### src/rtl/reg_write_queue.sv
// Register write queue: buffers register-file writes and drains one per cycle into RegWre/WriteReg/WriteData.
// Define WB_BYPASS_EN to enable the rs/rt lookup over queued-but-uncommitted writes.
module reg_write_queue #(
   parameter int DATA_W = 16,
   parameter int ADDR_W = 4,
   parameter int DEPTH  = 4
) (
   input  logic                       CLK,
   input  logic                       Reset,
   input  logic                       in_valid,
   output logic                       in_ready,
   input  logic [ADDR_W-1:0]          in_addr,
   input  logic [DATA_W-1:0]          in_data,
   input  logic                       wb_hold,
   input  logic                       flush,
   output logic                       RegWre,
   output logic [ADDR_W-1:0]          WriteReg,
   output logic [DATA_W-1:0]          WriteData,
   output logic [$clog2(DEPTH+1)-1:0] count,
   input  logic [ADDR_W-1:0]          rs,
   input  logic [ADDR_W-1:0]          rt,
   output logic                       byp_hit1,
   output logic                       byp_hit2,
   output logic [DATA_W-1:0]          byp_data1,
   output logic [DATA_W-1:0]          byp_data2
);

   localparam int PTR_W = $clog2(DEPTH);
   localparam int CNT_W = $clog2(DEPTH+1);

   logic [ADDR_W-1:0] addrMem [DEPTH];
   logic [DATA_W-1:0] dataMem [DEPTH];
   logic [PTR_W-1:0]  headPtr;
   logic [PTR_W-1:0]  tailPtr;
   logic              isEmpty;
   logic              isFull;
   logic              pushEn;

   assign isEmpty   = (count == '0);
   assign isFull    = (count == CNT_W'(DEPTH));
   assign in_ready  = !isFull;
   assign RegWre    = !isEmpty && !wb_hold && !flush;
   assign WriteReg  = isEmpty ? '0 : addrMem[headPtr];
   assign WriteData = isEmpty ? '0 : dataMem[headPtr];

   // Writes to register 0 complete the handshake but are dropped here.
   assign pushEn = in_valid && !isFull && !flush && (in_addr != '0);

   // NOTE: state registers use non-blocking assignments so every flop samples pre-edge values.
   always_ff @(posedge CLK or negedge Reset) begin
      if (!Reset) begin
         headPtr <= '0;
         tailPtr <= '0;
         count   <= '0;
      end else if (flush) begin
         headPtr <= '0;
         tailPtr <= '0;
         count   <= '0;
      end else begin
         if (pushEn) tailPtr <= tailPtr + PTR_W'(1);
         if (RegWre) headPtr <= headPtr + PTR_W'(1);
         count <= count + CNT_W'(pushEn) - CNT_W'(RegWre);
      end
   end

   // NOTE: entry storage has no reset; count gates every read, so stale contents are never visible.
   always_ff @(posedge CLK) begin
      if (pushEn) begin
         addrMem[tailPtr] <= in_addr;
         dataMem[tailPtr] <= in_data;
      end
   end

`ifdef WB_BYPASS_EN
   logic [PTR_W-1:0] scanIdx;

   // Scan oldest to youngest so the last match (nearest tail) wins.
   // NOTE: every output of this block gets a default first, so no latches are inferred.
   always_comb begin
      byp_hit1  = 1'b0;
      byp_hit2  = 1'b0;
      byp_data1 = '0;
      byp_data2 = '0;
      scanIdx   = headPtr;
      for (int i = 0; i < DEPTH; i++) begin
         scanIdx = headPtr + PTR_W'(i);
         if (CNT_W'(i) < count) begin
            if (rs != '0 && addrMem[scanIdx] == rs) begin
               byp_hit1  = 1'b1;
               byp_data1 = dataMem[scanIdx];
            end
            if (rt != '0 && addrMem[scanIdx] == rt) begin
               byp_hit2  = 1'b1;
               byp_data2 = dataMem[scanIdx];
            end
         end
      end
   end
`else
   logic unusedBypassAddr;

   assign unusedBypassAddr = ^{rs, rt};
   assign byp_hit1  = 1'b0;
   assign byp_hit2  = 1'b0;
   assign byp_data1 = '0;
   assign byp_data2 = '0;
`endif

endmodule

### config.mk
export PLATFORM = sky130hd
export DESIGN_NAME = reg_write_queue
export DESIGN_NICKNAME = d
export VERILOG_FILES = /design/src/rtl/reg_write_queue.sv
export SDC_FILE = /design/constraint.sdc
export NUM_CORES = 1
export LEC_CHECK = 0
export CAP_MARGIN = 40
export CORE_ASPECT_RATIO = 1.4
export CORE_MARGIN = 5
export CORE_UTILIZATION = 42
export DETAILED_ROUTE_END_ITERATION = 16
export GPL_ROUTABILITY_DRIVEN = 0
export GPL_TIMING_DRIVEN = 0
export PLACE_DENSITY = 0.77
export SETUP_SLACK_MARGIN = 0.15
export SYNTH_ARGS = -nofsm -noshare
export SYNTH_HDL_FRONTEND = slang
export SYNTH_SLANG_ARGS = --single-unit
export TNS_END_PERCENT = 5
### constraint.sdc
create_clock -name CLK -period 3.1 [get_ports CLK]
set_input_delay 0.62 -clock CLK [delete_from_list [all_inputs] [get_ports CLK]]
set_output_delay 0.62 -clock CLK [all_outputs]
set_load 0.02 [all_outputs]
== Word-level counts from Yosys, hierarchy flattened ==
Memory sizes are Yosys's and may differ from the RTL's.
Cells that the tools add are included.
Widths: inputs -> output; s select.
Word-level totals
  register bits after elaboration: 7
  bits in writable memories: 80
  logic and storage cells: 32
  memories kept: 2
Memories
  dataMem: words 4, bits a word 16, rd ports 1, clocked after memory_dff 0, wr ports 1, RTL line 32  | logic [DATA_W-1:0] dataMem [DEPTH];
  addrMem: words 4, bits a word 4, rd ports 1, clocked after memory_dff 0, wr ports 1, RTL line 31  | logic [ADDR_W-1:0] addrMem [DEPTH];
Cells by class
  add/subtract/negate cells: 4
  eq/ne operators: 1
  multiplexer cells: 9
  reduce and logical (&&, ||, !) cells: 13
Operators with widths (count)
  $mux 16: 1
  $mux 2: 4
  $logic_and 1x1->1: 5
  $add 2x1->2 const B: 2
  $logic_not 1->1: 4
  $mux 4: 1
  $reduce_bool 2->1: 2
  $reduce_bool 4->1: 1
  $add 3x1->3: 1
  $eq 3x3->1 const B: 1
  $logic_not 3->1: 1
  $mux 3: 1
  $sub 3x1->3: 1
  $mux 1: 2

== Longest topological paths before layout ==
  depth after elaboration: 8
  gate-level depth with buffers: 10
  depth with buffers taken out: 10

== Worst setup path after synthesis ==
No wires, ideal clock.
  kind: register -> register
  from: reg count[2]
  to: reg count[2]
  library setup time: 134 ps
  arrival time: 2531 ps
  required time: 2966 ps
  path slack: 436 ps
  cell stages (with the launch flop): 11
  path through: dfrtp_1 > nor3_2 > clkbuf_1 > nor3_1 > ha_1 > inv_1 > ha_1 > inv_1 > fa_1 > xnor2_1 > nor2_1
Between the ends
  elaborated cells on any way between the ends: 12
  those cells by class: add/sub: 2; eq/ne: 1; mux: 1; reduce/logical: 8
RTL lines
  start, declared: RTL line 19  | output logic [$clog2(DEPTH+1)-1:0] count,
  start signal, assigned: RTL line 62  | count <= count + CNT_W'(pushEn) - CNT_W'(RegWre);
  $logic_not 3->1: RTL line 39  | assign isEmpty = (count == '0);
  $logic_not 1->1: RTL line 42  | assign RegWre = !isEmpty && !wb_hold && !flush;
  $logic_and 1x1->1 (2 in a row): RTL line 42
  net RegWre: RTL line 16  | output logic RegWre,
  $sub 3x1->3: RTL line 62
  $mux 3: RTL line 55  | end else if (flush) begin
The timed path passes the listed nets, and every way through them passes these cells.
A chain may end at the register's enable or synchronous reset.

== Worst setup path after layout ==
  from: reg headPtr[1]
  to: out WriteData[6]
Between the ends
  longest elaborated chain between the ends: 2
RTL lines
  start, declared: RTL line 33  | logic [PTR_W-1:0] headPtr;
  start signal, assigned: RTL line 61  | if (RegWre) headPtr <= headPtr + PTR_W'(1);
  $mem_v2 4x16
  $mux 16: RTL line 44  | assign WriteData = isEmpty ? '0 : dataMem[headPtr];
  end, declared: RTL line 18  | output logic [DATA_W-1:0] WriteData,
No other way between the ends.

==> impl_metrics.py <==
metrics = {
    "clocking": {
        "cts_tree": "done",
        "cts.path.max_buffers": 2,
        "clk_pin_slew_ns": 0.06,
        "htree_num_levels": 3,
        "clkLatencyLatePin_ns": 0.33,
        "clkSinkCount": 87,
        "cts_buffers": 9,
        "holdBufCountCts": 0,
        "clock-root-buffer": "clkbuf_16",
        "cts_setup_buffers": 0,
    },
    "yosys": {
        "yosys-top-cells-area": "edfxtp_1 63%, mux4_2 8.3%, buf_4 6.7%",
        "ys_warn_count": 0,
        "synth-edff-count": 80,
        "yosysSeqAreaShare_pct": 67.61,
        "ys_ff_latch": 87,
        "synth_area_per_cell_um2": 18.24,
        "syn_inst": 209,
        "syn_area_mm2": 0.003812,
        "yosysTopAreaCell": "edfxtp_1",
        "ys.flop_type": "edfxtp_1",
        "async_reset_ff_share_pct": 8.046,
        "synth_cell_types": 34,
        "synth.top_cell.area_share_pct": 63.01,
    },
    "sta": {
        "slew_violations": 0,
        "post-route-period-util_pct": 93.65,
        "slew_headroom_pct": 60.88,
        "hold_viol": 0,
        "clock.fmax_mhz": 344.5,
        "worst_slack_ns": 0.1969,
        "worstMarginPinSlew_ns": 0.5868,
        "whs_ns": 0.5562,
        "fin_crit_ns": 2.903,
        "grt_setup_unrepaired": "yes",
        "finalClockSkew_ns": 0.003722,
        "setup_violations": 0,
    },
    "routing": {
        "drt-vias-per-instance": 4.638,
        "routed_wl_um": 6587,
        "first_pass_iters": 4,
        "drt_iter0_drc": 60,
        "wire_per_inst_um": 15.99,
        "detail-route-antenna-nets": 0,
        "vias": 1911,
        "drc_errors": 0,
    },
    "critical_path": {
        "path_buf_inv": 2,
        "critPathRequiredTime_ns": 2.48,
        "crit_family": "buffers and inverters",
        "critPathKind": "flop to primary output",
        "crit_path_start_kind": "flop",
        "worst_path_largest_cell_delay_ns": 0.54,
        "crit_path_end_kind": "primary output",
        "cp_slowest_cell": "clkdlybuf4s50_1",
        "arrival_ns": 2.28,
        "path_cells": "buf_1 -> mux4_2 -> nor2b_1 -> clkdlybuf4s50_1",
        "crit_path_max_fanout": 10,
    },
    "grt": {
        "grt_max_degree": 21,
        "antenna_found_initial": 0,
        "grt_pass1_wl_um": 10560,
        "grt_overflow": 0,
        "grt_pass1_vias": 2091,
        "grtUsageTotal_pct": 12.65,
    },
    "pwr": {
        "p_per_area_mw_per_mm2": 752.1,
        "p_int_uw": 2632,
        "p_leak_uw": 0.001778,
        "p_comb_share_pct": 31.3,
        "clkPwrFrac_pct": 30.0,
        "power.switching_uw": 1021,
        "vdd_ir_drop_max_uv": 520.7,
        "power.total_uw": 3653,
        "switching_share_pct": 27.95,
        "seqPwrFrac_pct": 38.8,
    },
    "layout": {
        "multiInputGateArea_mm2": 0.001012,
        "drive_above_1_share_pct": 24.59,
        "stdcell_count": 412,
        "nets": 341,
        "fill_cells": 745,
        "fin_area_mm2": 0.004857,
        "seq_area_mm2": 0.002577,
        "diodes": 0,
        "syn_to_final_growth_pct": 27.40,
    },
    "floorplan": {
        "rows": 41,
        "die_y_um": 122.7,
        "die_w_um": 90.52,
        "start_util_pct": 42.71,
        "die_area_mm2": 0.01111,
        "coreArea_mm2": 0.008926,
        "io_pins": 92,
    },
    "job": {
        "maxCapViolations": 0,
    },
    "placement": {
        "placed_area_mm2": 0.004551,
        "dp_hpwl_um": 4511,
        "port_buffers": 48,
        "pre_cts_ws_ns": -0.08588,
        "dp.cells": 397,
    },
    "hold_path": {
        "hp-class": "input port to asynchronous set/reset pin",
    },
    "run_status": {
        "outcome": "completed",
    },
}
[path summary, 6_finish.rpt]
check,from,slack [ns],cells after the start,to
worst min-delay path,Reset,0.56,1,tailPtr[0]
worst min register to register,tailPtr[0],0.56,1,tailPtr[0]
worst max-delay path,headPtr[1],0.20,4,WriteData[6]
min in group CLK,tailPtr[0],0.56,1,tailPtr[0]
max in group asynchronous,Reset,2.29,1,count[2]
worst max register to register,count[2],0.51,10,count[2]
[power groups by stage]
stage / Combinational, uW / Clock, uW / Sequential [uW]
floorplan: 706 / 0 / 1450
global placement: 1150 / 0 / 1440
detailed placement: 1160 / 0 / 1440
CTS: 1160 / 1120 / 1420
global route: 1240 / 1170 / 1430
finish: 1140 / 1090 / 1420
[synth_stat cells (all sizes together), types with 2 or more instances]
cell,count
nor2,4
nor2b,21
inv,7
ha,6
nor3,2
a21oi,2
mux4,20
and2,4
clkbuf,3
buf,39
dfrtp,7
edfxtp,80
[placed cells by master (no fill, tap or decap), types with 2 or more instances in the layout]
master and count:
nor2_1 3, a21oi_1 2, clkbuf_2 2, edfxtp_1 80
buf_6 2, buf_4 34, mux4_1 6, dfrtp_1 7
bufinv_16 2, and2_2 4, ha_1 6, clkbuf_1 3
clkdlybuf4s50_1 48, nor2b_1 21, clkbuf_16 9, mux4_2 14
inv_1 6, conb_1 34
[per-layer routing]
layer | track usage [%] | share of wire [%] | vias up
met4 | 6.797 | 2.4 | 0
met2 | 22.55 | 54 | 63
met5 | 0 | 0 | -
li1 | - | - | 904
met1 | 12.51 | 36 | 933
met3 | 5.028 | 7.4 | 11
[cells by family (layout without fill, tap and decap cells)]
logic type / Yosys count / after routing / share of synthesized area, %
DFF: 87 / 87 / 67.61
buffers and inverters: 49 / 112 / 9.091
and+or+nand+nor: 36 / 36 / 5.875
muxes: 22 / 22 / 13.06
adders and majority gates: 7 / 7 / 2.494
AOI/OAI and AO/OA: 5 / 5 / 1.313
xor gates and xnor gates: 2 / 2 / 0.4596
other: 1 / 34 / 0.09836
[what timing repair did]
item | 4_1_cts | 5_1_grt
setup endpoints to repair | 12 | 21
endpoints found under the hold margin | 0 | 0
resized for setup | 1 | 2
[layout make-up]
class | count | share of cell area, %
timing repair buffer | 48 | 9.892
tap | 107 | 2.756
sequential | 87 | 53.07
inverter | 7 | 0.5925
buffer | 42 | 6.595
clock buffer | 11 | 4.791
clock inverter | 4 | 1.468
multi-input combinational | 106 | 20.84
[worst reg2reg max path: cells and delay by family, from the launching register on]
kind	cells	cell delay, ns
flops	1	0.46
simple gates	3	0.58
buf+inv	3	0.43
xor+xnor	1	0.16
fa+ha+maj	3	0.82
[through the flow]
stage | util, % | setup TNS [ns]
3_3_place_gp | 50.98 | -0.05144
5_1_grt | 54.42 | 0
2_1_floorplan | - | 0
6_report | 54.42 | 0
3_5_place_dp | 50.98 | -0.08588
4_1_cts | 54.40 | 0
[registers in the layout, summed over array words and instances, names as in the netlist]
signal and count:
count 3, dataMem 64, tailPtr 2, addrMem 16, headPtr 2
Note: power is estimated with default switching activity, not from simulation.
